===== config.mk =====
export PLATFORM = sky130hd
export DESIGN_NAME = i2c_master_burst
export DESIGN_NICKNAME = d
export VERILOG_FILES = /design/src/rtl/i2c_master_burst.sv
export SDC_FILE = /design/constraint.sdc
export NUM_CORES = 1
export LEC_CHECK = 0
export BUFFER_PORTS_ARGS = -buffer_cell sky130_fd_sc_hd__buf_2
export CAP_MARGIN = 5
export CORE_MARGIN = 2
export CORE_UTILIZATION = 50
export DETAILED_ROUTE_END_ITERATION = 8
export GPL_TIMING_DRIVEN = 0
export HOLD_SLACK_MARGIN = 0.1
export PLACE_DENSITY_LB_ADDON = 0.05
export SETUP_SLACK_MARGIN = 0.3
export SLEW_MARGIN = 20
export SYNTH_ARGS = -nofsm -noshare
export SYNTH_HDL_FRONTEND = slang
export SYNTH_SLANG_ARGS = --single-unit

===== constraint.sdc =====
create_clock -name clk -period 2.9 [get_ports clk]
set_input_delay 0.145 -clock clk [delete_from_list [all_inputs] [get_ports clk]]
set_output_delay 0.145 -clock clk [all_outputs]
set_load 0.005 [all_outputs]

===== src/rtl/i2c_master_burst.sv =====
// I2C bus master: programmable SCL divider, multi-byte burst read/write, ACK checking with abort.
// Optional macro CLOCK_STRETCH_EN: SCL high phase waits for scl_i to read high.
//
// state   | meaning
// IDLE    | bus released, waiting for start
// START   | SDA falls with SCL high, then SCL falls
// ADDR    | shift {addr,rw} MSB first
// AACK    | sample slave ACK for address
// WDATA   | shift host byte MSB first (stalls at Q0 of bit 7 until wdata_valid)
// WACK    | sample slave ACK for write byte
// RDATA   | sample 8 bits from slave
// RACK    | present byte to host, drive ACK/NACK
// STOP    | SDA rises with SCL high
// DONE    | one-cycle done pulse
module i2c_master_burst #(
    parameter int    CLK_DIV   = 4,
    parameter int    MAX_BYTES = 16,
    localparam int   NB_W      = $clog2(MAX_BYTES + 1)
) (
    input  logic            clk,
    input  logic            rst,
    input  logic            start,
    input  logic            rw,
    input  logic [6:0]      addr,
    input  logic [NB_W-1:0] nbytes,
    input  logic [7:0]      wdata,
    input  logic            wdata_valid,
    output logic            wdata_ready,
    output logic [7:0]      rdata,
    output logic            rdata_valid,
    output logic            busy,
    output logic            done,
    output logic            ack_err,
    output logic            scl,
    input  logic            scl_i,
    output logic            sda_oe,
    input  logic            sda_i
);
    localparam int DIV_W = (CLK_DIV > 1) ? $clog2(CLK_DIV) : 1;
    localparam logic [DIV_W-1:0] DIV_LD = DIV_W'(CLK_DIV - 1);

    localparam logic [3:0] S_IDLE  = 4'd0;
    localparam logic [3:0] S_START = 4'd1;
    localparam logic [3:0] S_ADDR  = 4'd2;
    localparam logic [3:0] S_AACK  = 4'd3;
    localparam logic [3:0] S_WDATA = 4'd4;
    localparam logic [3:0] S_WACK  = 4'd5;
    localparam logic [3:0] S_RDATA = 4'd6;
    localparam logic [3:0] S_RACK  = 4'd7;
    localparam logic [3:0] S_STOP  = 4'd8;
    localparam logic [3:0] S_DONE  = 4'd9;

    logic [3:0]      state_q, state_d;
    logic [DIV_W-1:0] div_q, div_d;
    logic [1:0]      qtr_q, qtr_d;
    logic [2:0]      bit_q, bit_d;
    logic [7:0]      sh_q, sh_d;
    logic [NB_W-1:0] cnt_q, cnt_d;
    logic            rw_q, rw_d;
    logic            smp_q, smp_d;
    logic            loaded_q, loaded_d;
    logic            ack_err_q, ack_err_d;
    logic [7:0]      rdata_q, rdata_d;
    logic            rdata_valid_q, rdata_valid_d;

    logic scl_int, sda_int, in_xfer, need_byte, stretch, freeze, tick, bit_end, smp_pt;

    always_comb begin
        scl_int = qtr_q[1];
        sda_int = 1'b0;
        case (state_q)
            S_IDLE, S_DONE: scl_int = 1'b1;
            S_START: begin
                scl_int = ~qtr_q[1];
                sda_int = (qtr_q != 2'd0);
            end
            S_ADDR:  sda_int = ~sh_q[7];
            S_WDATA: sda_int = loaded_q && !sh_q[7];
            S_RACK:  sda_int = (cnt_q > NB_W'(1));
            S_STOP:  sda_int = (qtr_q != 2'd3);
            default: ;
        endcase
    end

    assign in_xfer     = (state_q != S_IDLE) && (state_q != S_DONE);
    assign need_byte   = (state_q == S_WDATA) && (bit_q == 3'd7) && (qtr_q == 2'd0) && !loaded_q;
    assign wdata_ready = need_byte && wdata_valid;

`ifdef CLOCK_STRETCH_EN
    // SCL released high but a slave still holds it low: hold the quarter.
    assign stretch = (qtr_q == 2'd2) && scl_int && !scl_i;
`else
    logic unused_scl_i;
    assign unused_scl_i = scl_i;
    assign stretch      = 1'b0;
`endif

    assign freeze  = (need_byte && !wdata_valid) || stretch;
    assign tick    = in_xfer && (div_q == '0) && !freeze;
    assign bit_end = tick && (qtr_q == 2'd3);
    assign smp_pt  = tick && (qtr_q == 2'd2);

    always_comb begin
        state_d       = state_q;
        div_d         = div_q;
        qtr_d         = qtr_q;
        bit_d         = bit_q;
        sh_d          = sh_q;
        cnt_d         = cnt_q;
        rw_d          = rw_q;
        smp_d         = smp_q;
        loaded_d      = loaded_q;
        ack_err_d     = ack_err_q;
        rdata_d       = rdata_q;
        rdata_valid_d = 1'b0;

        if (tick) begin
            div_d = DIV_LD;
            qtr_d = qtr_q + 2'd1;
        end else if (in_xfer && !freeze) begin
            div_d = div_q - DIV_W'(1);
        end
        if (smp_pt) begin
            smp_d = sda_i;
            if (state_q == S_RDATA) sh_d = {sh_q[6:0], sda_i};
        end
        if (wdata_ready) begin
            sh_d     = wdata;
            loaded_d = 1'b1;
        end

        case (state_q)
            S_IDLE: if (start) begin
                state_d   = S_START;
                sh_d      = {addr, rw};
                cnt_d     = nbytes;
                rw_d      = rw;
                ack_err_d = 1'b0;
                div_d     = DIV_LD;
                qtr_d     = 2'd0;
            end
            S_START: if (bit_end) begin
                state_d = S_ADDR;
                bit_d   = 3'd7;
            end
            S_ADDR, S_WDATA: if (bit_end) begin
                sh_d = {sh_q[6:0], 1'b0};
                if (bit_q == 3'd0) state_d = (state_q == S_ADDR) ? S_AACK : S_WACK;
                else               bit_d   = bit_q - 3'd1;
            end
            S_AACK: if (bit_end) begin
                bit_d    = 3'd7;
                loaded_d = 1'b0;
                if (smp_q) begin
                    ack_err_d = 1'b1;
                    state_d   = S_STOP;
                end else if (cnt_q == '0) state_d = S_STOP;
                else                      state_d = rw_q ? S_RDATA : S_WDATA;
            end
            S_WACK: if (bit_end) begin
                bit_d    = 3'd7;
                loaded_d = 1'b0;
                if (smp_q) begin
                    ack_err_d = 1'b1;
                    state_d   = S_STOP;
                end else begin
                    cnt_d   = cnt_q - NB_W'(1);
                    state_d = (cnt_q == NB_W'(1)) ? S_STOP : S_WDATA;
                end
            end
            S_RDATA: if (bit_end) begin
                if (bit_q == 3'd0) begin
                    state_d       = S_RACK;
                    rdata_d       = sh_q;
                    rdata_valid_d = 1'b1;
                end else bit_d = bit_q - 3'd1;
            end
            S_RACK: if (bit_end) begin
                bit_d   = 3'd7;
                cnt_d   = cnt_q - NB_W'(1);
                state_d = (cnt_q == NB_W'(1)) ? S_STOP : S_RDATA;
            end
            S_STOP: if (bit_end) state_d = S_DONE;
            S_DONE: state_d = S_IDLE;
            default: state_d = S_IDLE;
        endcase
    end

    always_ff @(posedge clk or negedge rst) begin
        if (!rst) begin
            state_q       <= S_IDLE;
            div_q         <= '0;
            qtr_q         <= 2'd0;
            bit_q         <= 3'd0;
            sh_q          <= 8'd0;
            cnt_q         <= '0;
            rw_q          <= 1'b0;
            smp_q         <= 1'b0;
            loaded_q      <= 1'b0;
            ack_err_q     <= 1'b0;
            rdata_q       <= 8'd0;
            rdata_valid_q <= 1'b0;
        end else begin
            state_q       <= state_d;
            div_q         <= div_d;
            qtr_q         <= qtr_d;
            bit_q         <= bit_d;
            sh_q          <= sh_d;
            cnt_q         <= cnt_d;
            rw_q          <= rw_d;
            smp_q         <= smp_d;
            loaded_q      <= loaded_d;
            ack_err_q     <= ack_err_d;
            rdata_q       <= rdata_d;
            rdata_valid_q <= rdata_valid_d;
        end
    end

    assign scl         = scl_int;
    assign sda_oe      = sda_int;
    assign busy        = in_xfer;
    assign done        = (state_q == S_DONE);
    assign ack_err     = ack_err_q;
    assign rdata       = rdata_q;
    assign rdata_valid = rdata_valid_q;
endmodule

Yosys cells after proc, flatten, opt, wreduce, memory -nomap -nowiden
Index checks and enable logic that the tools add are counted.
- register bits after elaboration: 37
- logic and storage cells: 139
- add/subtract/negate cells: 4
- $lt $le $gt $ge: 1
- eq/ne operators: 31
- mux-type cells: 52
- bitwise logic cells: 2
- reductions and logical operators: 37
- operators by type and width (kind ; number):
    $mux W4 ; 15
    $mux W8 ; 5
    $pmux W4 S8 ; 1
    $ne A2 B2 Y1 const B ; 12
    $mux W5 ; 4
    $eq A4 B3 Y1 const B ; 4
    $mux W2 ; 8
    $pmux W8 S2 ; 1
    $pmux W5 S3 ; 1
    $logic_and A1 B1 Y1 ; 12
    $mux W3 ; 4
    $ne A2 B1 Y1 const B ; 5
    $reduce_and A10 Y1 ; 1
    $mux W1 ; 9
    $eq A4 B2 Y1 const B ; 2
    $eq A4 B4 Y1 const B ; 2
    $reduce_and A4 Y1 ; 2
    $pmux W3 S2 ; 1
    $reduce_bool A2 Y1 ; 3
    $reduce_or A2 Y1 ; 3
    $eq A5 B1 Y1 const B ; 1
    $gt A5 B1 Y1 const B ; 1
    $logic_not A5 Y1 ; 1
    $pmux W1 S5 ; 1
    21 further kinds ; 28

Longest topological paths before layout
Gate-level depths: netlist of the first run.
- depth after elaboration: 12
- mapped depth: 9

Worst setup path before layout of the first run
Ideal clock, no wire load.
- kind: register to register
- start point: register state_q[3]
- end point: register smp_q
- setup time: 127 ps
- data arrival time: 1991 ps
- data required time: 2773 ps
- path slack: 782 ps
- cell stages (with the launch flop): 7
- buffers on the path: 1
- cell sequence: dfrtp_1 or4b_4 or3_1 buf_2 and2_4 nand3_1 mux2_1
- cells in the longest elaborated chain, start to end: 8
- RTL lines (item ; RTL line ; text):
    start: declaration ; 53 ; logic [3:0] state_q, state_d;
    start signal: assignment ; 204 ; state_q <= state_d;
    $eq A4 B3 Y1 ; 86 ; assign need_byte = (state_q == S_WDATA) && (bit_q == 3'd7) && (qtr_q == 2'd0) && !loaded_q;
    $logic_and A1 B1 Y1 (3 in series) ; 86 ;
    $logic_and A1 B1 Y1 ; 98 ; assign freeze = (need_byte && !wdata_valid) || stretch;
    $logic_not A1 Y1 ; 99 ; assign tick = in_xfer && (div_q == '0) && !freeze;
    $logic_and A1 B1 Y1 * ; 99 ;
    $logic_and A1 B1 Y1 * ; 101 ; assign smp_pt = tick && (qtr_q == 2'd2);
    end signal: assignment ; 211 ; smp_q <= smp_d;
    end: declaration ; 60 ; logic smp_q, smp_d;
Mark *: on every way between the ends. The rest lies on a longest branch, timed or not.
A chain may end at the register's enable or synchronous reset.

Worst setup path in the final report of the first run
- start point: register div_q[0]
- end point: register sh_q[6]
- cells in the longest elaborated chain, start to end: 8
- RTL lines (item ; RTL line ; text):
    start: declaration ; 54 ; logic [DIV_W-1:0] div_q, div_d;
    start signal: assignment ; 205 ; div_q <= div_d;
    $logic_not A2 Y1 * ; 99 ;
    $logic_and A1 B1 Y1 * (2 in series) ; 99 ;
    $logic_and A1 B1 Y1 ; 101 ;
    $mux W8 ; 123 ; if (smp_pt) begin
    $mux W8 ; 127 ; if (wdata_ready) begin
    $mux W8, on equally long branches ; 146, 133 ;
    $pmux W8 S2 * ; 132 ; case (state_q)
    named net sh_d[6] ; 57 ; logic [7:0] sh_q, sh_d;
    end signal: assignment ; 195 ; sh_q <= 8'd0;
    end signal: assignment ; 208 ; sh_q <= sh_d;
    end: declaration ; 57 ;
The timed path passes the listed nets; every way through them passes the cells marked *.

==> results.md, run 1 <==
* Num rows at 24
* Syn nets at around 270
* Clock power frac at 0.209
* DR iter-0 viols at 148
* Layout cells sized above 1 at 0.266
* Drt drc at 0
* Worst R2R Start: div_q[0]
* RSZ-0062 raised after global routing: false
* WHS Endpoint: sh_q[4]
* Yosys warning count at 0
* Hold depth at 3
* CP required at 3.04 ns
* Crit path kind: register to register
* Final setup violation count at 0
* F_max at between 400 and 500 MHz
* Clk root buf: clkbuf_8
* Post-synth ARST share at 1.00
* Cts-stage hold buffer count at 4
* Slew @ Worst Pin at roughly 0.84 ns
* Grt total ovfl at 0
* Synth Flop Type: dfrtp_1
* CTS Buf Count at 5
* Global-route usage over all layers at 0.220
* Die height at 72.1 um
* Worst skew pair latency at 0.29 ns
* Vias at 1952
* Setup Buffers After CTS at 0
* Simple-Gate Fraction of Synth Area at 0.178
* Vias per cell at 5.72
* First-pass GRT wire length at around 9000 um
* Clk slew on worst S/H paths at 0.08 ns
* Sw Ratio at 0.394
* CP arrival at 2.40 ns
* Iteration count of the initial detailed-routing pass at 4
* Clock skew at 0.00416 ns
* Hold_sp: addr[3]
* Worst r2r path cells at 7
* Syn Area/Cell at ~9.8 um2
* Worst Hold Class: primary input to register
* Leakage at roughly 1.3 nW
* Max Cap Viol at 0
* CTS tree: built
* Reg2reg setup slack at between 0.6 and 0.7 ns
* Die area at 5190 um2
* Diode count at 0
* Gpl congestion at between 0.8 and 0.9
* Netlist Area Pre-Place at 2320 um2
* Crit share post-route at 0.780
* Synth-to-layout area growth at 18.2%
* Antenna violations before repair at 0
* Port-buffer cells at 40
* Startpoint types: register
* Commonest non-fill, non-tap cell in the layout: buf_2
* Nets@finish at 325
* Starting Density at 0.525
* Pwr dens at 817 nW/um2
* Logic gate share of total power at 0.420
* Post-route ant nets at 0
* Setup TNS at 0 ns
* Reg2reg end: sh_q[6]
* Placeable Area at 4410 um2
* Most frequent cells in the layout: buf_2, dfrtp_1, nand2_1, nor2_1, o21ai_0
* CP Max Fanout at 8
* Die span in x at 72.1 um
* Yosys cell types at 50
* #FFs+latches synth at 37
* H-tree level count at 2
* Sequential-to-total area share from yosys stat at 0.400
* Pins over their slew limit at 0
* Outcome: finished clean
* Post-DP HPWL at 3920 um
* # clock sinks at 37
* P_sw at 0.881 mW
* Fin Hold WS at 0.109 ns
* Ports at 42
* Largest net degree at the start of global routing at 38
* Synth Area in Adders at 0.0540
* Final hold vios at 0
* Fin crit period at 2.26 ns
* Synth Area in Compound Gates at 0.200
* Critical path endpoint category: register
* Vias in the first global route at 1835
* Total Wirelength at 5410 um
* Worst rel slew slack at 0.437
* Total power at 2.24 mW
* Sequential share of power at 0.371
* Synth Area in XOR/XNOR at 0.00756
* VDD IR-drop max at 469 uV
* Post-Syn Instances at between 200 and 250
* Fill cells at 401
* Mux contribution to synthesized area at 0.121
* Post-cts sizing count at 0
* Internal power at 1.36 mW
* Max Buffers Root-to-Sink at 2
* Routed len/inst at 15.9 um
* Largest family of logic cells by synthesized area: compound AO/OA/AOI/OAI gates
* Post-synth EDFFs at 0
==> layer usage <==
layer / vias up / routed length, um / track usage
met4: 0 / 50 / 0.0629
met2: 47 / 2590 / 0.346
met3: 7 / 230 / 0.0389
met1: 931 / 2540 / 0.313
met5: - / 0 / 0
li1: 967 / - / -
==> cell families (layout without fill, tap and decap cells) <==
logic type      count (synthesis)  count (layout)
simple gates                   76              76
compound gates                 65              65
flops                          37              37
mux                            26              26
buf+inv                        21              73
fa+ha+maj                      10              10
xor+xnor                        2               2
==> cell type report <==
type | count | area [um2] | area share
multi-input combinational | 179 | 1300 | 0.475
sequential | 37 | 926 | 0.338
timing repair buffer | 44 | 240 | 0.0877
clock buffer | 7 | 86.3 | 0.0315
tap | 52 | 65.1 | 0.0238
buffer | 9 | 45.0 | 0.0164
inverter | 12 | 45.0 | 0.0164
clock inverter | 1 | 30.0 | 0.0110
==> power by group through the flow <==
stage	combinational [mW]	clock, mW	sequential, mW
after floorplan	0.718	0	0.794
after global placement	0.916	0	0.836
after detailed placement	0.932	0	0.839
after CTS	0.943	0.474	0.829
after global routing	1.07	0.493	0.857
final	0.940	0.467	0.831
==> through the flow <==
step / util / setup WS [ns] / std cells / instance area, um2
5_1_grt: 0.620 / 0.448 / 341 / 2740
3_3_place_gp: 0.585 / 0.635 / 329 / 2580
4_1_cts: 0.620 / 0.579 / 341 / 2740
3_5_place_dp: 0.585 / 0.592 / 329 / 2580
2_1_floorplan: - / 0.782 / 237 / 2320
6_report: 0.620 / 0.637 / 341 / 2740
==> flip-flops by register name (all words and copies together), names as in the netlist, 2 cells and up <==
name	cells
bit_q	3
sh_q	8
state_q	4
rdata	8
cnt_q	5
qtr_q	2
div_q	2
==> Yosys cell counts, types with 2 or more instances <==
cell type | count | area [um2]
nor3_1 | 5 | 25.0
o221ai_1 | 2 | 17.5
a22oi_2 | 7 | 87.6
a31oi_1 | 5 | 31.3
nand2_1 | 20 | 75.1
nand2b_1 | 6 | 37.5
and2_1 | 2 | 12.5
mux2_2 | 11 | 124
ha_1 | 10 | 125
mux2i_1 | 9 | 90.1
buf_2 | 3 | 15.0
inv_1 | 12 | 45.0
o2bb2ai_1 | 2 | 17.5
nand4b_1 | 3 | 26.3
dfrtp_1 | 37 | 926
and3_1 | 3 | 18.8
nor2b_1 | 2 | 12.5
mux2_1 | 6 | 67.6
nand3_1 | 7 | 35.0
nor2_1 | 16 | 60.1
a21o_1 | 2 | 15.0
nor3b_1 | 2 | 15.0
clkbuf_1 | 5 | 18.8
o21ai_0 | 15 | 75.1
o21ai_1 | 9 | 45.0
a21oi_1 | 11 | 55.1
o32a_1 | 2 | 20.0
==> worst max-delay path by stage <==
stage / start / end / slack, ns
finish: div_q[0] / sh_q[6] / 0.64
detailed placement: div_q[0] / sh_q[6] / 0.59
CTS: div_q[0] / sh_q[6] / 0.58
global placement: qtr_q[1] / rdata[3] / 0.63
global route: qtr_q[1] / rdata[2] / 0.45
floorplan: state_q[3] / smp_q / 0.78
==> critical path, stage by stage (launching register included) <==
cell,delay [ns]
dfrtp_1,0.40
inv_1,0.06
ha_1,0.33
nand2_1,0.11
nor3_2,0.59
mux2_2,0.40
mux2i_1,0.13
o21ai_1,0.09
No activity file was read; power rests on OpenSTA's default activity.
==> run 2: changes to the inputs <==
==> constraint.sdc (replaced) <==
create_clock -name clk -period 2.2 [get_ports clk]
set_input_delay 0.11 -clock clk [delete_from_list [all_inputs] [get_ports clk]]
set_output_delay 0.11 -clock clk [all_outputs]
set_load 0.005 [all_outputs]
==> run 2 against run 1 <==
Compared with the run above:
- sequential share of layout area down 5.9 points
- cell count up 10%
- clock power up 32%
- highest routed layer unchanged
- cell area up 21%
- sequential power up 32%
==> results.md, run 2 (synthesized netlist as in run 1, its figures left out) <==
* Layout Cells excl Fill at 375
* Port-buffer cells at 40
* Max Cap Viol at 0
* Largest stage delay, worst path at 0.59 ns
* # clock sinks at 37
* Die span in x at 72.1 um
* DR iter-0 viols at ~110
* Vias in the first global route at 2037
* Slew @ Worst Pin at 0.828 ns
* Kind of cell adding the most delay to the critical path: simple AND/OR/NAND/NOR gates
* Worst skew pair latency at between 0.2 and 0.3 ns
* Setup TNS at 0 ns
* Total power at approximately 3.4 mW
* Max Buffers Root-to-Sink at 2
* Post-DP HPWL at 3810 um
* Commonest non-fill, non-tap cell in the layout: buf_2
* CTS tree: built
* Leakage at 1.58 nW
* Pins over their slew limit at 0
* Total Wirelength at between 6000 and 7000 um
* Gpl congestion at 0.849
* Crit-path cells: or4b_4 -> or3_4 -> buf_6 -> and4_1 -> buf_6 -> a22oi_2 -> o21ai_1
* Antenna violations before repair at 0
* Diode count at 0
* Placeable Area at approximately 4400 um2
* Layout cells sized above 1 at 0.415
* Metal-1 WL at roughly 2700 um
* Crit share post-route at 0.972
* Final Cell Area at 3320 um2
* Most used cell, CP: buf_6
* Fin crit period at 2.14 ns
* Final hold vios at 0
* Grt total ovfl at 0
* Num rows at 24
* Vias at 2179
* Clk slew on worst S/H paths at roughly 0.07 ns
* Global-route usage over all layers at 0.244
* Met2 wire length at 3150 um
* Die height at 72.1 um
* First-pass GRT wire length at 9890 um
* Vias per cell at approximately 5.8
* Pre-CTS WS at -0.00519 ns
* Nets@finish at 359
* Post-Place Cells at 329
* H-tree level count at 2
* Starting Density at 0.525
* Buf+Inv Stages, Crit Path at 2
* Max Used Layer: met4
* Iteration count of the initial detailed-routing pass at 4
* Drt drc at 0
* CP Max Fanout at 7
* Worst rel slew slack at 0.448
* Placed Area at 2600 um2
* Final core utilization at 0.752
* Die area at 5190 um2
* Reg2reg setup slack at just over 0.06 ns
* VDD IR-drop max at 603 uV
* Slowest CP cell: or4b_4
* Crit path kind: register to register
* Clk root buf: clkbuf_8
* Met3 routed wirelength at between 200 and 300 um
* Routed len/inst at 16.9 um
* Final setup violation count at 0
* CP arrival at roughly 2.3 ns
* Pwr dens at between 1000 and 1500 nW/um2
* Startpoint types: register
* Post-route ant nets at 0
* RSZ-0062 raised after global routing: true
* F_max at roughly 470 MHz
* Final setup margin at 0.0619 ns
* Clock skew at 0.00530 ns
* CP required at 2.37 ns
* Outcome: finished clean
* Critical path endpoint category: register
* Ports at 42
* Most frequent cells in the layout: buf_2, dfrtp_1, dlygate4sd3_1, nand2_1
* Largest net degree at the start of global routing at 38
* CTS Buf Count at 5
* Synth-to-layout area growth at 43.2%
* Fin Hold WS at 0.119 ns
* Worst Hold Class: primary input to register
run 2: changes by cell type in the layout (fill, tap and decap cells not counted), moves of 4 or more:
cell / previous run / this run
nand3_1: 7 / 3
buf_4: 0 / 13
dlygate4sd3_1: 4 / 19
clkbuf_1: 6 / 2
buf_6: 1 / 6
nand2_1: 20 / 16
run 2: path summary, 6_finish.rpt:
| path | start | endpoint | cells past startpoint |
|---|---|---|---|
| max | state_q[3] | sh_q[2] | 7 |
| min | nbytes[2] | cnt_q[2] | 3 |
| max reg2reg | state_q[3] | sh_q[2] | 7 |
| min reg2reg | rdata[5] | rdata[5] | 1 |
| max in group asynchronous | rst | sh_q[0] | 2 |
| min in group asynchronous | rst | cnt_q[2] | 2 |
run 2: repair_timing:
action	in CTS	in global routing
pin swaps	8	14
endpoints found under the setup margin	38	40
endpoints found under the hold margin	49	1
hold buffers	18	1
gates resized for setup	28	33
buffers inserted	12	7
run 2: where the power goes:
part / switching [mW] / total [mW] / internal (mW)
registers: 0.209 / 1.10 / 0.894
logic: 0.937 / 1.70 / 0.765
clock network: 0.246 / 0.615 / 0.370
total: 1.39 / 3.42 / 2.03
run 2: per-layer routing:
layer	up-vias	global-route usage
met5	-	0
met4	0	0.0692
met3	14	0.0417
met2	73	0.396
met1	1055	0.338
li1	1037	-
run 2: layout make-up:
type,count,area [um2]
multi-input cells,179,1530
plain buffers,9,63.8
inverters,12,45.0
well taps,52,65.1
clock inverters,1,30.0
fillers,309,1100
clock buffers,7,86.3
flip-flops and latches,37,926
repair buffers,78,573
run 2: worst reg2reg max path: cells and delay by family, from the launching register on:
family	cells	cell delay, ns
flip-flops	1	0.38
AO/OA/AOI/OAI	2	0.19
AND/OR/NAND/NOR	3	1.17
buffers and inverters	2	0.28
==> run 3: changes to the inputs <==
--- a/config.mk
+++ b/config.mk
@@ -8,7 +8,7 @@
 export BUFFER_PORTS_ARGS = -buffer_cell sky130_fd_sc_hd__buf_2
 export CAP_MARGIN = 5
 export CORE_MARGIN = 2
-export CORE_UTILIZATION = 50
+export CORE_UTILIZATION = 45
 export DETAILED_ROUTE_END_ITERATION = 8
 export GPL_TIMING_DRIVEN = 0
 export HOLD_SLACK_MARGIN = 0.1
==> run 3 against run 2 <==
Compared with the run above:
- setup slack got worse by 0.056 ns
- die area rose by 10%
- critical path type unchanged
- cell area fell by 0.34%
- worst hold slack got worse by 0.0077 ns
- cell count rose by 4.3%
- total power fell by 4.1%
- global-route usage fell by 2.1 points
- non-clock buffer count fell by 2
- first-iteration DRC count fell by 38%
- maximum frequency fell by 2.5%
==> results.md, run 3 (synthesized netlist as in run 1, its figures left out) <==
* WHS Endpoint: cnt_q[2]
* DR iter-0 viols at between 60 and 70
* Fill cells at 426
* CTS Buf Count at 5
* Clk slew on worst S/H paths at 0.08 ns
* Sw Ratio at 0.406
* Critical path endpoint category: register
* Starting Density at 0.460
* Worst Hold Class: primary input to register
* Gpl congestion at 0.827
* Layout cells sized above 1 at 0.417
* Max Buffers Root-to-Sink at 2
* Pre-CTS WS at -0.0175 ns
* Logic gate share of total power at 0.472
* FF+latch area at 927 um2
* Max Cap Viol at 0
* Internal power at 1.95 mW
* Post-DP HPWL at 4010 um
* RSZ-0062 raised after global routing: true
* VDD IR-drop max at 478 uV
* Grt total ovfl at 0
* Synth-to-layout area growth at 42.7%
* Die area at 5740 um2
* Vias per cell at 5.47
* Reg2reg setup slack at 0.006 ns
* Setup TNS at 0 ns
* H-tree level count at 2
* Clk root buf: clkbuf_8
* CTS tree: built
* Routed len/inst at 16.0 um
* Slew @ Worst Pin at 0.851 ns
* First-pass GRT wire length at 9540 um
* Final setup margin at 0.00636 ns
* Crit share post-route at 0.997
* Fin crit period at 2.19 ns
* Crit path kind: register to register
* Area occupied by multi-input gates at about 1500 um2
* Sequential share of power at 0.336
* Hold_sp: nbytes[2]
* CP arrival at approximately 2.4 ns
* Global-route usage over all layers at 0.223
* Largest net degree at the start of global routing at 38
* Commonest non-fill, non-tap cell in the layout: buf_2
* Clock skew at 0.00494 ns
* Die height at 75.8 um
* Pins over their slew limit at 0
* Vias in the first global route at roughly 2000
* Layout Cells excl Fill at 391
* Total Wirelength at 6260 um
* F_max at 456 MHz
* Worst skew pair latency at 0.29 ns
* Leakage at ~1.6 nW
* Placeable Area at 5040 um2
* Port-buffer cells at 40
* Num rows at 26
* Reg2reg end: state_q[0]
* CP Max Fanout at 5
* Final hold vios at 0
* Post-route ant nets at 0
* Worst R2R Start: state_q[0]
* P_sw at 1.33 mW
* Vias at 2139
* Outcome: finished clean
* Worst rel slew slack at 0.433
* Final setup violation count at 0
* # clock sinks at 37
* Die span in x at 75.8 um
* Clock power frac at 0.191
* Iteration count of the initial detailed-routing pass at 5
* Post-Place Cells at 347
* Most frequent cells in the layout: buf_2, dfrtp_1, nand2_1, dlygate4sd3_1, buf_4
* Worst r2r path cells at 8
* Hold depth at 3
* Startpoint types: register
* Antenna violations before repair at 0
* Nets@finish at 357
* Diode count at 0
* CP required at 2.36 ns
* Ports at 42
* Drt drc at 0
* Pwr dens at 992 nW/um2
-- run 3: worst max-delay path by stage --
stage	from	end	slack [ns]	cells past startpoint
floorplan	state_q[1]	smp_q	0.11	6
global placement	state_q[0]	sh_q[3]	0.01	7
detailed placement	state_q[0]	sh_q[2]	-0.02	7
CTS	state_q[0]	wdata_ready	0.08	6
global route	state_q[0]	state_q[0]	-0.07	8
finish	state_q[0]	state_q[0]	0.006	8
-- run 3: critical path, cell delays in order, from the launching register on --
cell and delay [ns]:
dfrtp_1 0.39, or4b_4 0.56, buf_4 0.16, o311ai_4 0.36, buf_4 0.18, buf_6 0.12
o21ai_0 0.09, nand2_1 0.09, o221ai_1 0.10
-- run 3: power by group through the flow --
stage          clock network (mW)  registers (mW)  logic, mW
2_1_floorplan                   0            1.05      0.964
5_1_grt                     0.669            1.14       1.72
3_3_place_gp                    0            1.11       1.24
4_1_cts                     0.646            1.09       1.34
3_5_place_dp                    0            1.11       1.25
6_report                    0.628            1.10       1.55
-- run 3: repair_timing --
action | CTS | global route
hold endpoints to repair | 48 | 0
hold buffers | 18 | 0
setup buffers | 9 | 9
pin swaps | 8 | 11
endpoints found under the setup margin | 38 | 39
gates resized for setup | 15 | 45
-- run 3: layout make-up --
cell class | count | area share
multi-input combinational | 179 | 0.457
sequential | 37 | 0.280
timing repair buffer | 76 | 0.167
tap | 70 | 0.0265
clock buffer | 6 | 0.0250
buffer | 9 | 0.0189
inverter | 12 | 0.0136
clock inverter | 2 | 0.0114
-- run 3: through the flow --
stage,cell area [um2],power (mW),hold WS [ns],utilization
CTS,3070,3.08,0.107,0.608
floorplan,2340,2.01,-0.186,-
global route,3310,3.53,0.122,0.656
finish,3310,3.28,0.111,0.656
detailed placement,2630,2.36,0.271,0.521
global placement,2630,2.35,0.284,0.521
-- run 3: routing by layer --
metal | vias to the layer above | GRT usage | wire length, um
met5 | - | 0 | 0
met4 | 0 | 0.0624 | 108
met3 | 12 | 0.0450 | 249
met2 | 54 | 0.369 | 3210
met1 | 1041 | 0.297 | 2690
li1 | 1032 | - | -
